$ cat src/rtl/sc_regdeserializer_pkg.sv
// Shared encodings for the serial register path: FSM states and the
// shift-direction selector codes also used by the transmit-side shifter.
package sc_regdeserializer_pkg;

    typedef enum logic [1:0] {
        IDLE  = 2'd0,
        SHIFT = 2'd1,
        DONE  = 2'd2
    } state_e;

    localparam logic [1:0] SEL_MSB_FIRST = 2'b01;
    localparam logic [1:0] SEL_LSB_FIRST = 2'b10;

endpackage

$ cat src/rtl/sc_regdeserializer_bitcounter.sv
// Received-bit counter for the deserializer; saturates at MAX_COUNT and
// flags the count at which the next enabled bit completes a word.
module sc_bitcounter #(
    parameter int MAX_COUNT = 32,
    parameter int CNT_W     = $clog2(MAX_COUNT + 1)
) (
    input  logic clk,
    input  logic rst,
    input  logic clr,
    input  logic en,
    output logic tc
);

    logic [CNT_W-1:0] cnt_q;
    logic [CNT_W-1:0] cnt_d;

    always_comb begin
        cnt_d = cnt_q;
        if (clr) begin
            cnt_d = '0;
        end else if (en && (cnt_q != CNT_W'(MAX_COUNT))) begin
            cnt_d = cnt_q + CNT_W'(1);
        end
    end

    always_ff @(posedge clk) begin
        if (rst) begin
            cnt_q <= '0;
        end else begin
            cnt_q <= cnt_d;
        end
    end

    assign tc = (cnt_q == CNT_W'(MAX_COUNT - 1));

endmodule

$ cat src/rtl/sc_regdeserializer.sv
// Serial-to-parallel register: assembles DATAWIDTH_BUS bits MSB- or LSB-first
// and holds the finished word until it is consumed.
module sc_regdeserializer
    import sc_regdeserializer_pkg::*;
#(
    parameter int DATAWIDTH_BUS                  = 32,
    parameter int DATAWIDTH_REGSHIFTER_SELECTION = 2
) (
    input  logic                                      SC_RegDESERIALIZER_CLOCK_50,
    input  logic                                      SC_RegDESERIALIZER_Reset_InHigh,
    input  logic                                      SC_RegDESERIALIZER_Start_InLow,
    input  logic [DATAWIDTH_REGSHIFTER_SELECTION-1:0] SC_RegDESERIALIZER_ShiftSelection_InLow,
    input  logic                                      SC_RegDESERIALIZER_SerialData_In,
    input  logic                                      SC_RegDESERIALIZER_SerialValid_In,
    input  logic                                      SC_RegDESERIALIZER_Read_InLow,
    output logic [DATAWIDTH_BUS-1:0]                  SC_RegDESERIALIZER_DataBUS_Out,
    output logic                                      SC_RegDESERIALIZER_Ready_Out,
    output logic                                      SC_RegDESERIALIZER_Busy_Out,
    output logic                                      SC_RegDESERIALIZER_Overrun_Out
);

    localparam int W     = DATAWIDTH_BUS;
    localparam int SEL_W = DATAWIDTH_REGSHIFTER_SELECTION;

    logic clk;
    logic rst;
    logic start;
    logic read;
    logic bit_in;
    logic bit_vld;
    logic sel_msb;
    logic sel_lsb;
    logic sel_ok;

    assign clk     = SC_RegDESERIALIZER_CLOCK_50;
    assign rst     = SC_RegDESERIALIZER_Reset_InHigh;
    assign start   = ~SC_RegDESERIALIZER_Start_InLow;
    assign read    = ~SC_RegDESERIALIZER_Read_InLow;
    assign bit_in  = SC_RegDESERIALIZER_SerialData_In;
    assign bit_vld = SC_RegDESERIALIZER_SerialValid_In;
    assign sel_msb = (SC_RegDESERIALIZER_ShiftSelection_InLow == SEL_W'(SEL_MSB_FIRST));
    assign sel_lsb = (SC_RegDESERIALIZER_ShiftSelection_InLow == SEL_W'(SEL_LSB_FIRST));
    assign sel_ok  = sel_msb | sel_lsb;

    state_e         state_q, state_d;
    logic [W-1:0]   shreg_q, shreg_d;
    logic [W-1:0]   data_q,  data_d;
    logic           dir_msb_q, dir_msb_d;
    logic           ovr_q,   ovr_d;
    logic           busy_q,  busy_d;
    logic           ready_q, ready_d;
    logic [W-1:0]   shifted;
    logic           cnt_clr;
    logic           cnt_en;
    logic           cnt_tc;

    sc_bitcounter #(
        .MAX_COUNT (W)
    ) u_bitcounter (
        .clk (clk),
        .rst (rst),
        .clr (cnt_clr),
        .en  (cnt_en),
        .tc  (cnt_tc)
    );

    always_comb begin
        shifted = '0;
        if (dir_msb_q) begin
            shifted = {shreg_q[W-2:0], bit_in};
        end else begin
            shifted = {bit_in, shreg_q[W-1:1]};
        end
    end

    always_comb begin
        state_d   = state_q;
        shreg_d   = shreg_q;
        data_d    = data_q;
        dir_msb_d = dir_msb_q;
        ovr_d     = ovr_q;
        cnt_clr   = 1'b0;
        cnt_en    = 1'b0;

        case (state_q)
            IDLE: begin
                if (start && sel_ok) begin
                    state_d   = SHIFT;
                    dir_msb_d = sel_msb;
                    shreg_d   = '0;
                    cnt_clr   = 1'b1;
                    ovr_d     = 1'b0;
                end
            end

            SHIFT: begin
                // A restart discards any bit arriving on the same edge.
                if (start) begin
                    shreg_d = '0;
                    cnt_clr = 1'b1;
                    if (sel_ok) begin
                        dir_msb_d = sel_msb;
                        ovr_d     = 1'b0;
                    end else begin
                        state_d = IDLE;
                    end
                end else if (bit_vld) begin
                    shreg_d = shifted;
                    cnt_en  = 1'b1;
                    if (cnt_tc) begin
                        data_d  = shifted;
                        state_d = DONE;
                    end
                end
            end

            DONE: begin
                if (bit_vld) begin
                    ovr_d = 1'b1;
                end
                if (read) begin
                    state_d = IDLE;
                    if (start && sel_ok) begin
                        state_d   = SHIFT;
                        dir_msb_d = sel_msb;
                        shreg_d   = '0;
                        cnt_clr   = 1'b1;
                        ovr_d     = 1'b0;
                    end
                end
            end

            default: begin
                state_d = IDLE;
            end
        endcase
    end

    assign busy_d  = (state_d == SHIFT);
    assign ready_d = (state_d == DONE);

    always_ff @(posedge clk) begin
        if (rst) begin
            state_q   <= IDLE;
            shreg_q   <= '0;
            data_q    <= '0;
            dir_msb_q <= 1'b0;
            ovr_q     <= 1'b0;
            busy_q    <= 1'b0;
            ready_q   <= 1'b0;
        end else begin
            state_q   <= state_d;
            shreg_q   <= shreg_d;
            data_q    <= data_d;
            dir_msb_q <= dir_msb_d;
            ovr_q     <= ovr_d;
            busy_q    <= busy_d;
            ready_q   <= ready_d;
        end
    end

    assign SC_RegDESERIALIZER_DataBUS_Out = data_q;
    assign SC_RegDESERIALIZER_Ready_Out   = ready_q;
    assign SC_RegDESERIALIZER_Busy_Out    = busy_q;
    assign SC_RegDESERIALIZER_Overrun_Out = ovr_q;

endmodule

$ cat config.mk
export PLATFORM = sky130hd
export DESIGN_NAME = sc_regdeserializer
export DESIGN_NICKNAME = d
export VERILOG_FILES = /design/src/rtl/sc_regdeserializer_pkg.sv /design/src/rtl/sc_regdeserializer_bitcounter.sv /design/src/rtl/sc_regdeserializer.sv
export SDC_FILE = /design/constraint.sdc
export NUM_CORES = 1
export LEC_CHECK = 0
export ABC_AREA = 1
export CELL_PAD_IN_SITES_DETAIL_PLACEMENT = 1
export CELL_PAD_IN_SITES_GLOBAL_PLACEMENT = 1
export CORE_UTILIZATION = 37
export CTS_BUF_LIST = sky130_fd_sc_hd__clkbuf_4 sky130_fd_sc_hd__clkbuf_8
export DETAILED_ROUTE_END_ITERATION = 8
export HOLD_SLACK_MARGIN = 0.05
export PLACE_DENSITY_LB_ADDON = 0.05
export SLEW_MARGIN = 20
export SYNTH_ARGS = -nofsm -noshare
export SYNTH_HDL_FRONTEND = slang
export SYNTH_HIERARCHICAL = 1
export SYNTH_SLANG_ARGS = --single-unit
$ cat constraint.sdc
create_clock -name SC_RegDESERIALIZER_CLOCK_50 -period 1.9 [get_ports SC_RegDESERIALIZER_CLOCK_50]
set_clock_uncertainty 0.1 [all_clocks]
set_input_delay 0.475 -clock SC_RegDESERIALIZER_CLOCK_50 [delete_from_list [all_inputs] [get_ports SC_RegDESERIALIZER_CLOCK_50]]
set_output_delay 0.475 -clock SC_RegDESERIALIZER_CLOCK_50 [all_outputs]
set_load 0.01 [all_outputs]
======== Word level (Yosys, flattened, before mapping) ========
Index checks and enable logic that the tools add are counted.
word-level totals
  register bits after elaboration ......... 76
  bits of input ports ..................... 8
  output and inout port bits .............. 35
  word-level logic and storage cells ...... 66
cells by class
  add/sub/neg operators ................... 1
  equality and inequality tests ........... 13
  muxes and demuxes ....................... 33
  bitwise logic cells ..................... 2
  reductions and logical operators ........ 9
operator list
  kind                                                             count
  32-bit two-way mux                                               5
  32-bit one-hot mux with 3 select lines                           1
  1-bit two-way mux                                                17
  2-bit two-way mux                                                6
  4-bit AND reduction                                              3
  1-bit one-hot mux with 3 select lines                            3
  2-bit != test, second input constant                             4
  6-bit by 1-bit adder with 6-bit output, second input constant    1
  2-bit by 1-bit == test with 1-bit output, second input constant  3
  2-bit == test, second input constant                             3
  6-bit by 5-bit == test with 1-bit output, second input constant  1
  6-bit != test, second input constant                             1
  2-bit one-hot mux with 3 select lines                            1
  3-bit != test, second input constant                             1
  3-bit AND reduction                                              1
  3-bit nonzero test                                               1
  1-bit logical AND                                                2
  2-bit zero test                                                  1
  2-bit OR reduction                                               1
  1-bit inverter                                                   1
  1-bit bitwise OR                                                 1

======== Longest topological paths before layout ========
  word-level depth ........................ 7
  depth in mapped cells ................... 11

======== Modules after synthesis ========
The synthesis kept the hierarchy.
modules (own cells, without submodules)
  module              times used  cells each  area an instance (um^2)  sequential area each (um^2)
  sc_regdeserializer  1           502         3216.8                   1401.3
  sc_bitcounter       1           50          385.4                    120.1

======== Worst setup path before layout ========
Ideal clock, no wire load.
  kind .................................... register -> register
  start ................................... register u_bitcounter.cnt_q[0]
  end ..................................... register data_q[19], in the netlist SC_RegDESERIALIZER_DataBUS_Out[19]
  arrival time ............................ 1.611 ns
  required time ........................... 1.730 ns
  path slack .............................. 0.118 ns
  stages on the path, launching flop included .. 9
  period minus slack after synthesis ...... 1.782 ns
  path through ............................ dfxtp_1 > ha_1 > nand2_1 > nor3_1 > nand2_1 > nor3_4 > buf_4 > nand2_1 > a21oi_1
between the ends
  longest elaborated chain between the ends .. 2
ends and longest elaborated chain
  element                                   RTL line                             RTL
  start, declared                           sc_regdeserializer_bitcounter.sv:14  logic [CNT_W-1:0] cnt_q;
  start signal, assigned                    sc_regdeserializer_bitcounter.sv:30  cnt_q <= cnt_d;
  6-bit by 5-bit == test with 1-bit output  sc_regdeserializer_bitcounter.sv:34  assign tc = (cnt_q == CNT_W'(MAX_COUNT - 1));
  net cnt_tc                                sc_regdeserializer.sv:55             logic cnt_tc;
  4-bit AND reduction (no line)             n/a
  end signal, assigned                      sc_regdeserializer.sv:154            data_q <= data_d;
  end, declared                             sc_regdeserializer.sv:47             logic [W-1:0] data_q, data_d;
The timed path passes the listed nets, and every way through them passes these cells.
A chain may end at the register's enable or synchronous reset.

======== Final worst setup path ========
  start ................................... input port SC_RegDESERIALIZER_SerialValid_In
  end ..................................... register shreg_q[22]
between the ends
  longest elaborated chain between the ends .. 2
ends and longest elaborated chain
  element                        RTL line                   RTL
  start, declared                sc_regdeserializer.sv:14   input logic SC_RegDESERIALIZER_SerialValid_In,
  3-bit != test (no line)        n/a
  3-bit AND reduction (no line)  n/a
  end signal, assigned           sc_regdeserializer.sv:153  shreg_q <= shreg_d;
  end, declared                  sc_regdeserializer.sv:46   logic [W-1:0] shreg_q, shreg_d;
Every way passes these cells.

==> flow_metrics.py <==
metrics = {
    "sta": {
        "final_hold_viol_count": 0,
        "period_needed_ns": 1.86,
        "slew_headroom_pct": 81.9,
        "maxSlewViolCount": 0,
        "worst_slack_ns": 0.0417,
        "holdWs_ns": 0.365,
        "worst_pin_slew_ns": 0.272,
        "timing.fmax_mhz": 538,
        "finalSetupViolCount": 0,
        "fin_crit_sh_pct": 97.8,
    },
    "place": {
        "pre_cts_ws_ns": -0.480,
        "port-buffer-count": 42,
        "place_hpwl_um": 6360,
        "gp_congestion": 0.827,
    },
    "logic_synthesis": {
        "ys_warn_count": 6,
        "synth-seq-cells": 76,
        "ys_seq_area_share_pct": 42.2,
        "post-synth-top-area-cell": "dfxtp_1",
        "synth_top_area_share_pct": 42.2,
        "synth_ff_type": "dfxtp_1",
        "syn_nets": 563,
        "synth.most_common_cell": "nand2_1",
        "async_reset_ff_share_pct": 0,
        "syn_area_um2": 3600,
        "synth_cell_types": 28,
        "synthCells": 552,
        "synthTopCellsByArea": "dfxtp_1, nand2_1, nor2_1",
        "synth_commonest_cells": "nand2_1, nor2_1, dfxtp_1, nand3_1, a21oi_1",
        "avgSynthCellArea_um2": 6.53,
        "synth_edf_count": 0,
    },
    "worst_setup_path": {
        "start_kind": "primary input",
        "critical_path_class": "primary input to flip-flop",
        "arrival_ns": 2.01,
        "worstPathMaxFanout": 16,
        "cp.required_ns": 2.06,
        "end_kind": "flip-flop",
    },
    "outcome": {
        "status": "complete, no violations",
    },
    "cts": {
        "htreeDepth": 3,
        "cts_num_sinks": 76,
        "tritoncts": "yes",
        "clockRootBuffer": "clkbuf_8",
        "clk_latency_ns": 0.36,
        "clk_pin_slew_ns": 0.08,
        "clk_path_buf_depth": 2,
        "cts_hold_buf": 0,
        "cts_buffers": 9,
    },
    "floorplan": {
        "initial_core_util_pct": 38.6,
        "die_x_um": 101,
        "rows": 35,
        "ios": 43,
        "die_area_um2": 10100,
        "core_um2": 9330,
        "die_h_um": 101,
    },
    "cells_and_area": {
        "drive_gt1_share_pct": 12.1,
        "fin_nets": 618,
        "antenna-diode-count": 0,
        "area_delta_synth_final_pct": 30.4,
        "nFillCells": 1257,
    },
    "global_routing": {
        "first_global_vias": 3518,
        "overflow": 0,
        "grt_pass1_wl_um": 16800,
        "grt_start_max_net_pins": 54,
        "grt_use_total_pct": 21.0,
        "antenna_found_initial": 0,
    },
    "pwr": {
        "cellLeakagePower_nw": 2.01,
        "total_power_w": 0.00371,
        "ir_drop_v": 0.000353,
        "pwr_density_cell_nw_per_um2": 790,
    },
    "drt": {
        "dr.first_iter.drc_count": 124,
        "top_layer_used": "met4",
        "via_per_inst": 4.81,
        "dr_total_vias": 3556,
        "wl_met1_um": 4740,
        "postRouteAntennaNets": 0,
        "dr_wl_met2_um": 4940,
        "avgRoutedWirePerCell_um": 13.8,
        "drcViolationCount": 0,
        "dr_wl_met3_um": 338,
        "routed_wl_um": 10200,
        "drt_first_pass_iters": 4,
    },
    "run": {
        "cap_violations": 0,
    },
    "worst_hold_path": {
        "hold_class": "flip-flop to flip-flop",
    },
}
worst paths after layout:
path	start	endpoint	slack, ns	depth (start not counted)
setup / recovery	SC_RegDESERIALIZER_SerialValid_In	shreg_q[22]$_SDFFE_PP0P_	0.04	10
hold / removal	SC_RegDESERIALIZER_DataBUS_Out[29]$_SDFFE_PP0P_	SC_RegDESERIALIZER_DataBUS_Out[29]$_SDFFE_PP0P_	0.37	2
setup reg to reg	state_q[0]$_SDFF_PP0_	shreg_q[30]$_SDFFE_PP0P_	0.21	9
hold reg to reg	SC_RegDESERIALIZER_DataBUS_Out[29]$_SDFFE_PP0P_	SC_RegDESERIALIZER_DataBUS_Out[29]$_SDFFE_PP0P_	0.37	2
metal layers:
metal	up-vias	global-route usage, %
met1	1670	26.6
met3	12	3.68
li1	1832	-
met2	42	36.1
met4	0	7.25
met5	-	0
report_power, final:
part	internal, W	switching, W	total [W]
registers	0.00167	0.0000577	0.00172
logic	0.000263	0.000363	0.000626
clock network	0.000743	0.000618	0.00136
total	0.00267	0.00104	0.00371
kinds of logic (layout without fill, tap and decap cells):
family	count (synthesis)	after routing	synth area share (%)
AO/OA/AOI/OAI	47	47	6.67
buffers and inverters	54	113	7.12
flip-flops	76	76	42.2
AND/OR/NAND/NOR	372	372	42.9
adder cells (fa/ha/maj)	3	3	1.04
metrics by stage:
step | area (um^2) | TNS, ns | cells | util, %
after detailed placement | 4280 | -22.08 | 718 | 45.9
final | 4700 | 0 | 740 | 50.3
after global placement | 4280 | -17.03 | 718 | 45.9
after floorplan | 3600 | 0 | 552 | -
after CTS | 4600 | -0.0582 | 736 | 49.3
after global routing | 4700 | -0.182 | 740 | 50.3
flip-flops by register name, summed over array words and instances (netlist names):
signal                          flops
SC_RegDESERIALIZER_Busy_Out         1
SC_RegDESERIALIZER_DataBUS_Out     32
SC_RegDESERIALIZER_Overrun_Out      1
SC_RegDESERIALIZER_Ready_Out        1
dir_msb_q                           1
shreg_q                            32
state_q                             2
u_bitcounter/cnt_q                  6
repair_timing:
| item | in CTS | in global routing |
|---|---|---|
| pin swaps | 1 | 6 |
| cloned | 2 | 2 |
| gates resized for setup | 9 | 13 |
| buffers inserted | 1 | 2 |
| setup endpoints to repair | 37 | 43 |
worst max-delay path, cell delays in order:
cell and delay, ns:
clkdlybuf4s50_1 0.50, buf_4 0.19, nor2_1 0.16, nand2_1 0.09, nand2_1 0.10, nor2_4 0.06, buf_12 0.13, buf_16 0.15
nor2_1 0.11, nor2_1 0.06
cell type report:
| type | count | area (um^2) | share of cell area [%] |
|---|---|---|---|
| multi-input cells | 422 | 1880 | 40.0 |
| flip-flops and latches | 76 | 1520 | 32.4 |
| repair buffers | 78 | 850 | 18.1 |
| well taps | 129 | 161 | 3.44 |
| clock buffers | 10 | 131 | 2.80 |
| clock inverters | 5 | 77.6 | 1.65 |
| inverters | 20 | 75.1 | 1.60 |
layout by cell type (no fill, tap or decap), types with 7 or more instances in the layout:
cell type	count
dfxtp_1	76
clkbuf_8	9
o21ai_0	18
inv_1	16
nor2_1	113
nand2_1	203
clkdlybuf4s50_1	41
buf_12	7
a21oi_1	22
buf_4	23
nand3_1	37
Power figures use the tool's default switching activity.
